**src/rtl/crossbar_pkg.sv**
```systemverilog
// rtl/crossbar_pkg.sv - shared constants and helpers for the round-robin crossbar
package crossbar_pkg;

  localparam int CB_PORTS = 4;
  localparam int CB_WIDTH = 8;
  localparam int STATS_W  = 16;

  // Pointer width for an N-way arbiter; never narrower than one bit.
  function automatic int clog2_ports(input int n);
    int r;
    r = 0;
    while ((1 << r) < n) r++;
    return (r < 1) ? 1 : r;
  endfunction

endpackage

```
**src/rtl/rr_arbiter.sv**
```systemverilog
// rtl/rr_arbiter.sv - N-way round-robin arbiter with registered rotating pointer
module rr_arbiter
  import crossbar_pkg::*;
#(
  parameter int N = 4
) (
  input  logic         clk,
  input  logic         rst_n,
  input  logic [N-1:0] req,
  input  logic         en,
  output logic [N-1:0] gnt,
  output logic         ptr_upd
);

  localparam int PW = clog2_ports(N);

  logic [PW-1:0] r_ptr;
  logic [PW-1:0] w_next;
  logic [N-1:0]  w_gnt;
  logic          w_found;
  int            w_idx;

  // Search upward from the pointer, wrapping, and take the first requester.
  always_comb begin
    w_gnt   = '0;
    w_found = 1'b0;
    w_next  = r_ptr;
    w_idx   = 0;
    for (int k = 0; k < N; k++) begin
      w_idx = int'(r_ptr) + k;
      if (w_idx >= N) w_idx = w_idx - N;
      if (en && req[w_idx] && !w_found) begin
        w_gnt[w_idx] = 1'b1;
        w_found      = 1'b1;
        w_next       = (w_idx == N - 1) ? '0 : PW'(w_idx + 1);
      end
    end
  end

  assign gnt     = w_gnt;
  assign ptr_upd = w_found;

  // Pointer moves just past the winner; it only moves when a grant is issued.
  always_ff @(posedge clk) begin
    if (!rst_n) begin
      r_ptr <= '0;
    end else if (w_found) begin
      r_ptr <= w_next;
    end
  end

endmodule

```
**src/rtl/crossbar_rr.sv**
```systemverilog
// rtl/crossbar_rr.sv - registered round-robin multicast crossbar (optional CB_STATS_EN stall counters)
module crossbar_rr
  import crossbar_pkg::*;
#(
  parameter int PORTS = CB_PORTS,
  parameter int WIDTH = CB_WIDTH
) (
  input  logic                        clk,
  input  logic                        rst_n,
  input  logic [PORTS-1:0]            valid_i,
  input  logic [PORTS-1:0][PORTS-1:0] dest,
  input  logic [PORTS-1:0][WIDTH-1:0] data_i,
  output logic [PORTS-1:0][PORTS-1:0] ack,
  output logic [PORTS-1:0]            done,
  output logic [PORTS-1:0][WIDTH-1:0] data_o,
  output logic [PORTS-1:0]            valid_o,
  input  logic [PORTS-1:0]            ready_i
`ifdef CB_STATS_EN
  ,
  output logic [PORTS-1:0][STATS_W-1:0] stall_cnt
`endif
);

  logic [PORTS-1:0][PORTS-1:0] r_served;
  logic [PORTS-1:0][WIDTH-1:0] r_data_o;
  logic [PORTS-1:0]            r_valid_o;

  logic [PORTS-1:0][PORTS-1:0] w_pend;   // indexed [input][output]
  logic [PORTS-1:0][PORTS-1:0] w_req;    // indexed [output][input]
  logic [PORTS-1:0][PORTS-1:0] w_gnt;    // indexed [output][input]
  logic [PORTS-1:0]            w_upd;
  logic [PORTS-1:0]            w_free;
  logic [PORTS-1:0][PORTS-1:0] w_acked;  // per input, outputs that took it now
  logic [PORTS-1:0][WIDTH-1:0] w_sel;    // per output, winning input's flit

  // Outstanding destinations per input and their transpose as per-output requests.
  always_comb begin
    w_pend = '0;
    w_req  = '0;
    for (int i = 0; i < PORTS; i++) begin
      w_pend[i] = valid_i[i] ? (dest[i] & ~r_served[i]) : '0;
      for (int j = 0; j < PORTS; j++) begin
        w_req[j][i] = w_pend[i][j];
      end
    end
  end

  // An output can take a new flit when empty or being drained this cycle.
  always_comb begin
    for (int j = 0; j < PORTS; j++) begin
      w_free[j] = !r_valid_o[j] || ready_i[j];
    end
  end

  genvar gj;
  generate
    for (gj = 0; gj < PORTS; gj++) begin : g_arb
      rr_arbiter #(.N(PORTS)) u_arb (
        .clk     (clk),
        .rst_n   (rst_n),
        .req     (w_req[gj]),
        .en      (w_free[gj]),
        .gnt     (w_gnt[gj]),
        .ptr_upd (w_upd[gj])
      );
    end
  endgenerate

  // Fan grants back to inputs as ack/done and pick each output's winning flit.
  always_comb begin
    ack     = '0;
    done    = '0;
    w_acked = '0;
    w_sel   = '0;
    for (int i = 0; i < PORTS; i++) begin
      for (int j = 0; j < PORTS; j++) begin
        ack[i][j]     = rst_n && w_gnt[j][i];
        w_acked[i][j] = w_gnt[j][i];
        if (w_gnt[j][i]) w_sel[j] = w_sel[j] | data_i[i];
      end
      done[i] = rst_n && valid_i[i] && ((w_pend[i] & ~w_acked[i]) == '0);
    end
  end

  // Output register stage: load on grant, drop valid when drained with no grant, hold on backpressure.
  always_ff @(posedge clk) begin
    if (!rst_n) begin
      r_data_o  <= '0;
      r_valid_o <= '0;
    end else begin
      for (int j = 0; j < PORTS; j++) begin
        if (w_free[j]) begin
          if (w_upd[j]) begin
            r_data_o[j]  <= w_sel[j];
            r_valid_o[j] <= 1'b1;
          end else begin
            r_valid_o[j] <= 1'b0;
          end
        end
      end
    end
  end

  // Delivery tracking; an abandoned flit (valid dropped) forgets its partial progress.
  always_ff @(posedge clk) begin
    if (!rst_n) begin
      r_served <= '0;
    end else begin
      for (int i = 0; i < PORTS; i++) begin
        if (done[i] || !valid_i[i]) begin
          r_served[i] <= '0;
        end else begin
          r_served[i] <= r_served[i] | w_acked[i];
        end
      end
    end
  end

  assign data_o  = r_data_o;
  assign valid_o = r_valid_o;

`ifdef CB_STATS_EN
  logic [PORTS-1:0][STATS_W-1:0] r_stall_cnt;

  // Count cycles with contention or a blocked requester, saturating.
  always_ff @(posedge clk) begin
    if (!rst_n) begin
      r_stall_cnt <= '0;
    end else begin
      for (int j = 0; j < PORTS; j++) begin
        if ((((w_req[j] & (w_req[j] - PORTS'(1))) != '0) ||
             ((w_req[j] != '0) && !w_free[j])) &&
            (r_stall_cnt[j] != {STATS_W{1'b1}})) begin
          r_stall_cnt[j] <= r_stall_cnt[j] + STATS_W'(1);
        end
      end
    end
  end

  assign stall_cnt = r_stall_cnt;
`endif

endmodule
```
**config.mk**
```make
export PLATFORM = sky130hd
export DESIGN_NAME = crossbar_rr
export DESIGN_NICKNAME = d
export VERILOG_FILES = /design/src/rtl/crossbar_pkg.sv /design/src/rtl/rr_arbiter.sv /design/src/rtl/crossbar_rr.sv
export SDC_FILE = /design/constraint.sdc
export NUM_CORES = 1
export LEC_CHECK = 0
export CAP_MARGIN = 10
export CORE_MARGIN = 1
export CORE_UTILIZATION = 33
export CTS_BUF_LIST = sky130_fd_sc_hd__clkbuf_2
export DETAILED_ROUTE_END_ITERATION = 7
export GPL_ROUTABILITY_DRIVEN = 1
export PLACE_DENSITY_LB_ADDON = 0.3
export SLEW_MARGIN = 15
export SYNTH_ARGS = -nofsm -noshare
export SYNTH_HDL_FRONTEND = slang
export SYNTH_SLANG_ARGS = --single-unit
```
**constraint.sdc**
```tcl
create_clock -name clk -period 3 [get_ports clk]
set_input_delay 0.6 -clock clk [delete_from_list [all_inputs] [get_ports clk]]
set_output_delay 0.6 -clock clk [all_outputs]
set_load 0.02 [all_outputs]
```
Yosys cells after proc, flatten, opt, wreduce, memory -nomap -nowiden
Cells that the tools add are included.
Widths: inputs -> output; s select.

storage, ports and cells
  register bits = 60
  word-level logic and storage cells = 469

cells by class
  mux-type cells = 184
  reductions and logical operators = 116
  bitwise gates (word level) = 45
  $lt $le $gt $ge = 48
  equal/unequal tests = 16
  add/sub/neg operators = 44

operators by type and width
  cell                   number
  $eq 32x3->1 const B    16
  $ge 32x1->1 const B    16
  $lt 32x4->1 const B    16
  $mux 32                16
  $ge 32x4->1 const B    12
  $sub 32x4->32 const B  12
  $mux 8                 16
  $or 8x8->8             12
  $mux 4                 20
  $logic_and 1x1->1      68
  $mux 1                 68
  $mux 2                 32
  $or 4x4->4             16
  $add 2x2->2 const B    16
  $and 4x4->4            8
  $bmux 1 s2             16
  $demux 1 s2            16
  $not 4->4              8
  $add 2x2->3 const B    8
  $logic_not 1->1        20
  $logic_not 4->1        4
  $reduce_and 2->1       8
  $reduce_bool 4->1      4
  $sub 2x3->4 const B    4
  other kinds (5)        21

Logic depth before layout (Yosys ltp)
  depth in word-level cells = 24
  gate-level depth with buffers = 12
  gate-level depth less buffers = 10

Cells and area by module
A second synthesis with hierarchy kept.

second synthesis, totals
  cell total of the unflattened synthesis = 626
  area, all modules = 5311.3 µm²

modules (own cells, without submodules)
  module                           instances  sequential area each (µm²)  cells an instance  area an instance (µm²)
  crossbar_rr                      1          1041.0                      336                2936.6
  rr_arbiter (g_arb[0].u_arb ...)  3          40.0                        77                 616.8
  rr_arbiter (g_arb[3].u_arb)      1          40.0                        59                 524.3

Least setup slack after synthesis
Ideal clock, no wire load.

  kind = register -> output
  start = reg g_arb[3].u_arb.r_ptr[0]
  end = out done[0]
  path buffers = 2
  arrival time = 3.028 ns
  stages on the path, launching flop included = 11
  setup slack = -0.628 ns
  cell sequence = dfxtp_1 inv_1 ha_1 clkbuf_1 nor2_1 a22o_1 nor4_4 a221o_1 buf_2 nor2_1 nor4_1

on the way
  word-level cells in the longest chain between the ends = 20
  elaborated cells between the ends (all ways) = 71
  classes of those cells = 7 x add/sub; 12 x order compare; 31 x mux; 5 x bitwise; 16 x reduce/logical

ends and longest elaborated chain
  item                                                                    RTL line           text
  start: declaration                                                      rr_arbiter.sv:17   logic [PW-1:0] r_ptr;
  start signal: assignment                                                rr_arbiter.sv:48   r_ptr <= w_next;
  parallel branches: the longest is 15 deep, another holds $sub 32x4->32  --
  $mux 4 *                                                                rr_arbiter.sv:32   if (en && req[w_idx] && !w_found) begin
  $not 4->4 *                                                             crossbar_rr.sv:81  done[i] = rst_n && valid_i[i] && ((w_pend[i] & ~w_acked[i]) == '0);
  $and 4x4->4 *                                                           crossbar_rr.sv:81
  $logic_not 4->1 *                                                       crossbar_rr.sv:81
  $logic_and 1x1->1 *                                                     crossbar_rr.sv:81
  end: declaration                                                        crossbar_rr.sv:14  output logic [PORTS-1:0] done,

Every way passes the cells marked *. The select of a mux whose other input is x is not followed.

Final worst setup path
  start = reg g_arb[2].u_arb.r_ptr[0]
  end = out done[3]

on the way
  word-level cells in the longest chain between the ends = 20
  elaborated cells between the ends (all ways) = 71
  classes of those cells = 7 x add/sub; 12 x order compare; 31 x mux; 5 x bitwise; 16 x reduce/logical

ends and longest elaborated chain
  item                                                                    RTL line
  start: declaration                                                      rr_arbiter.sv:17
  start signal: assignment                                                rr_arbiter.sv:48
  parallel branches: the longest is 15 deep, another holds $sub 32x4->32  --
  $mux 4 *                                                                rr_arbiter.sv:32
  $not 4->4 *                                                             crossbar_rr.sv:81
  $and 4x4->4 *                                                           crossbar_rr.sv:81
  $logic_not 4->1 *                                                       crossbar_rr.sv:81
  $logic_and 1x1->1 *                                                     crossbar_rr.sv:81

Marked as above.

==> impl_results.md <==
* Outcome: finished, violations left
* Failing checks: setup timing
* Pre-Repair DR Iteration Count at 5
* M1 WL at 9790 microns
* Synthesized cell area at 5220 sq um
* Worst Clk Skew at 29.3 ps
* Mapped Nets at between 700 and 800
* Fraction of layout cells with a size suffix above 1 at 43.4%
* Vias at 6947
* DIE AREA at 16300 sq um
* Worst-skew pair later-pin latency at about 600 ps
* Bufs on Longest Clock Path at 2
* Hold Worst Slack at 327 ps
* Slew @ Worst Pin at about 440 ps
* Pwr/cell area at 952 nW/um^2
* Num ports at between 100 and 150
* Starting Density at 34.1%
* Final Max Tran Viols at 0
* Vias/cell at 5.81
* Die height at 128 microns
* CP max FO at 6
* Yosys cell types at 78
* Crit path buf inv count at 2
* Area Overhead vs Synth at 76.3%
* IO buf count at 113
* YS warnings at 0
* Met3 wire length at 1800 microns
* Core footprint at 15300 sq um
* Seq/Total Area, Yosys at 23.0%
* Final Wtd Congestion at 0.899
* CTS clk-pin slew, worst paths at 200 ps
* GRT Total Usage at approximately 29%
* Slowest-stage cell, CP: dfxtp_2
* Final net count at 1064
* Max VDD drop at 0.000382 V
* Leak pwr at 3.79 nW
* Worst hold path class: primary input to register
* Vias in the first global route at 6887
* Psw at 4.04 mW
* Largest net degree at the start of global routing at 37
* Number of remaining DRC errors at 0
* Num CTS Buffers at 9
* Max Cap Viol at 0
* Min-delay src: rst_n
* Worst EP arrival at roughly 3100 ps
* Int Pwr at 4.72 mW
* Rel. slew slack at between 70% and 80%
* Clk pwr share at 6.5%
* Sequential power share at 13.4%
* Metal2 WL at 11300 microns
* H-tree depth at 3
* Clk root buf: clkbuf_2
* Die width at 128 microns
* FFs w/ async S/R, synth at 0%
* First-pass GRT wire length at 36500 microns
* WL/cell at 19.8 microns
* Synth Area per Inst at 8.04 sq um
* Final HPWL DP at about 16000 microns
* Combinational share of power at 80.1%
* Post-synth top flop: dfxtp_1
* Startpoint types: register
* Setup violators final at 20
* Fin crit share at 124%
* CP startpoint: g_arb[2].u_arb.r_ptr[0]
* RSZ-0062 raised after global routing: true
* EDFF count, synth at 0
* Total gr overflow at 0
* Switching share of power at 46.1%
* Critical Path RT at 2400 ps
* Post-route ant nets at 0
* Setup WS post-layout at -716 ps
* Family with the most delay on the worst path: compound AO/OA/AOI/OAI gates
* Post-Route WL at approximately 24000 microns
* CTS sink cnt at 60
* CP Class: register to primary output
* Tot Pwr at 8.76 mW
* Iter 0 DRT Violations at 564
* Peak Freq at 0.269 GHz
* Max incr delay on CP at 400 ps
* Top Metal Used: met5
* FP Rows at 45
* Gate Count Post-Synth at 649
* Initial antenna violation count at 1
* Diode count at 0
* R2R Path Start: g_arb[3].u_arb.r_ptr[1]
* Fin crit period at 3720 ps
* CTS tree: yes
* Critical Path Sink Type: primary output
* Fin. Hold Viols at 0
* Seq cells post-synth at 60
* CP cell instances: inv_2 -> ha_4 -> nand4b_1 -> a211oi_2 -> o211ai_1 -> nor2_2 -> a221o_1 -> o22ai_4 -> a311oi_4 -> nor2b_4 -> buf_6
through the flow:
stage          setup slack (ps)  utilization, %  cells  instance area [sq um]  setup TNS, ps
2_1_floorplan              -112               -    649                   5340           -201
3_3_place_gp              -1330            51.0   1098                   7810         -44500
3_5_place_dp              -1350            51.0   1098                   7810         -47140
4_1_cts                    -707            57.9   1176                   8870          -9280
5_1_grt                    -829            60.0   1196                   9200         -11490
6_report                   -716            60.0   1196                   9200          -9670
timing repair:
item | in CTS | in global routing
setup endpoints to repair | 24 | 24
pin swaps | 52 | 40
hold buffers | 0 | 0
gates resized for setup | 267 | 42
cloned | 1 | 0
setup buffers | 61 | 28
layer usage:
| metal | track usage, % | vias up |
|---|---|---|
| li1 | - | 3176 |
| met1 | 36.2 | 3345 |
| met2 | 48.2 | 358 |
| met3 | 6.22 | 66 |
| met4 | 11.8 | 2 |
| met5 | 0 | - |
cells in the final DEF, fill, tap and decap left out, types with 6 or more instances in the layout:
cell,n
a21boi_0,11
a21oi_1,31
a221o_1,7
a221oi_1,16
a22oi_1,41
a31oi_1,22
and2_4,16
and3b_1,7
and3b_2,6
buf_4,216
buf_6,51
clkbuf_2,10
clkdlybuf4s50_1,73
dfxtp_1,43
dfxtp_2,16
dlygate4sd2_1,15
ha_1,22
inv_1,6
inv_2,8
mux2i_1,8
mux4_2,7
nand2_1,56
nand3_1,6
nand3b_1,16
nor2_1,38
nor2_2,8
nor3_1,10
nor3b_1,7
o21ai_0,40
area by class of cell:
| cell class | instances | area, sq um |
|---|---|---|
| inverter | 14 | 52.6 |
| clock inverter | 6 | 63.8 |
| sequential | 60 | 1220 |
| clock buffer | 10 | 50.0 |
| fill | 1366 | 6120 |
| tap | 211 | 264 |
| multi-input combinational | 528 | 4330 |
| timing repair buffer | 367 | 3210 |
power groups by stage:
stage | Clock (mW) | Sequential, mW | Combinational [mW]
global route | 0.605 | 1.20 | 7.45
detailed placement | 0 | 1.16 | 5.44
floorplan | 0 | 1.34 | 2.92
CTS | 0.571 | 1.17 | 6.52
finish | 0.566 | 1.18 | 7.02
global placement | 0 | 1.16 | 5.39
cell usage after synthesis (4+ instances only):
cell type	count	area, sq um
nor3b_1	7	52.6
nand2_1	58	218
nor2_1	47	176
inv_1	11	41.3
nand2b_1	6	37.5
a221o_1	7	70.1
nand4_1	4	25.0
a221oi_1	17	149
nor3_1	18	90.1
a211oi_1	4	30.0
a21boi_0	14	105
a311oi_1	7	61.3
buf_2	16	80.1
nand3_1	9	45.0
o21a_1	5	37.5
ha_1	26	325
mux2i_1	11	110
a31o_1	5	43.8
a31oi_1	24	150
clkbuf_1	24	90.1
a21oi_1	33	165
a22oi_1	42	315
and2_1	20	125
dfxtp_1	60	1200
mux4_2	7	158
o21ai_0	41	205
nand4b_1	4	35.0
nor2b_1	7	43.8
nand3b_1	16	120
and3b_1	13	114
buf_1	4	15.0
flip-flops by register name (all words and copies together), names as in the netlist:
| name | flops |
|---|---|
| r_served | 16 |
| g_arb.u_arb.r_ptr | 8 |
| data_o | 32 |
| valid_o | 4 |
worst min-delay path: stages:
cell and delay (ps):
buf_2 170, o21ai_0 90, a21oi_1 40
cells by family after synthesis:
family / after synthesis / share of synthesized area [%]
fa+ha+maj: 26 / 6.24
mux: 21 / 5.78
compound gates: 248 / 34.9
xor+xnor: 2 / 0.336
simple gates: 231 / 24.7
flops: 60 / 23.0
buf+inv: 61 / 5.06
final timing paths:
kind | slack [ps] | endpoint | depth (start not counted)
max | -720 | done[3] | 11
min reg2reg | 520 | r_served[3] | 2
max reg2reg | 140 | r_served[2] | 14
min | 330 | data_o[6] | 3
(Power assumes the default switching activity.)
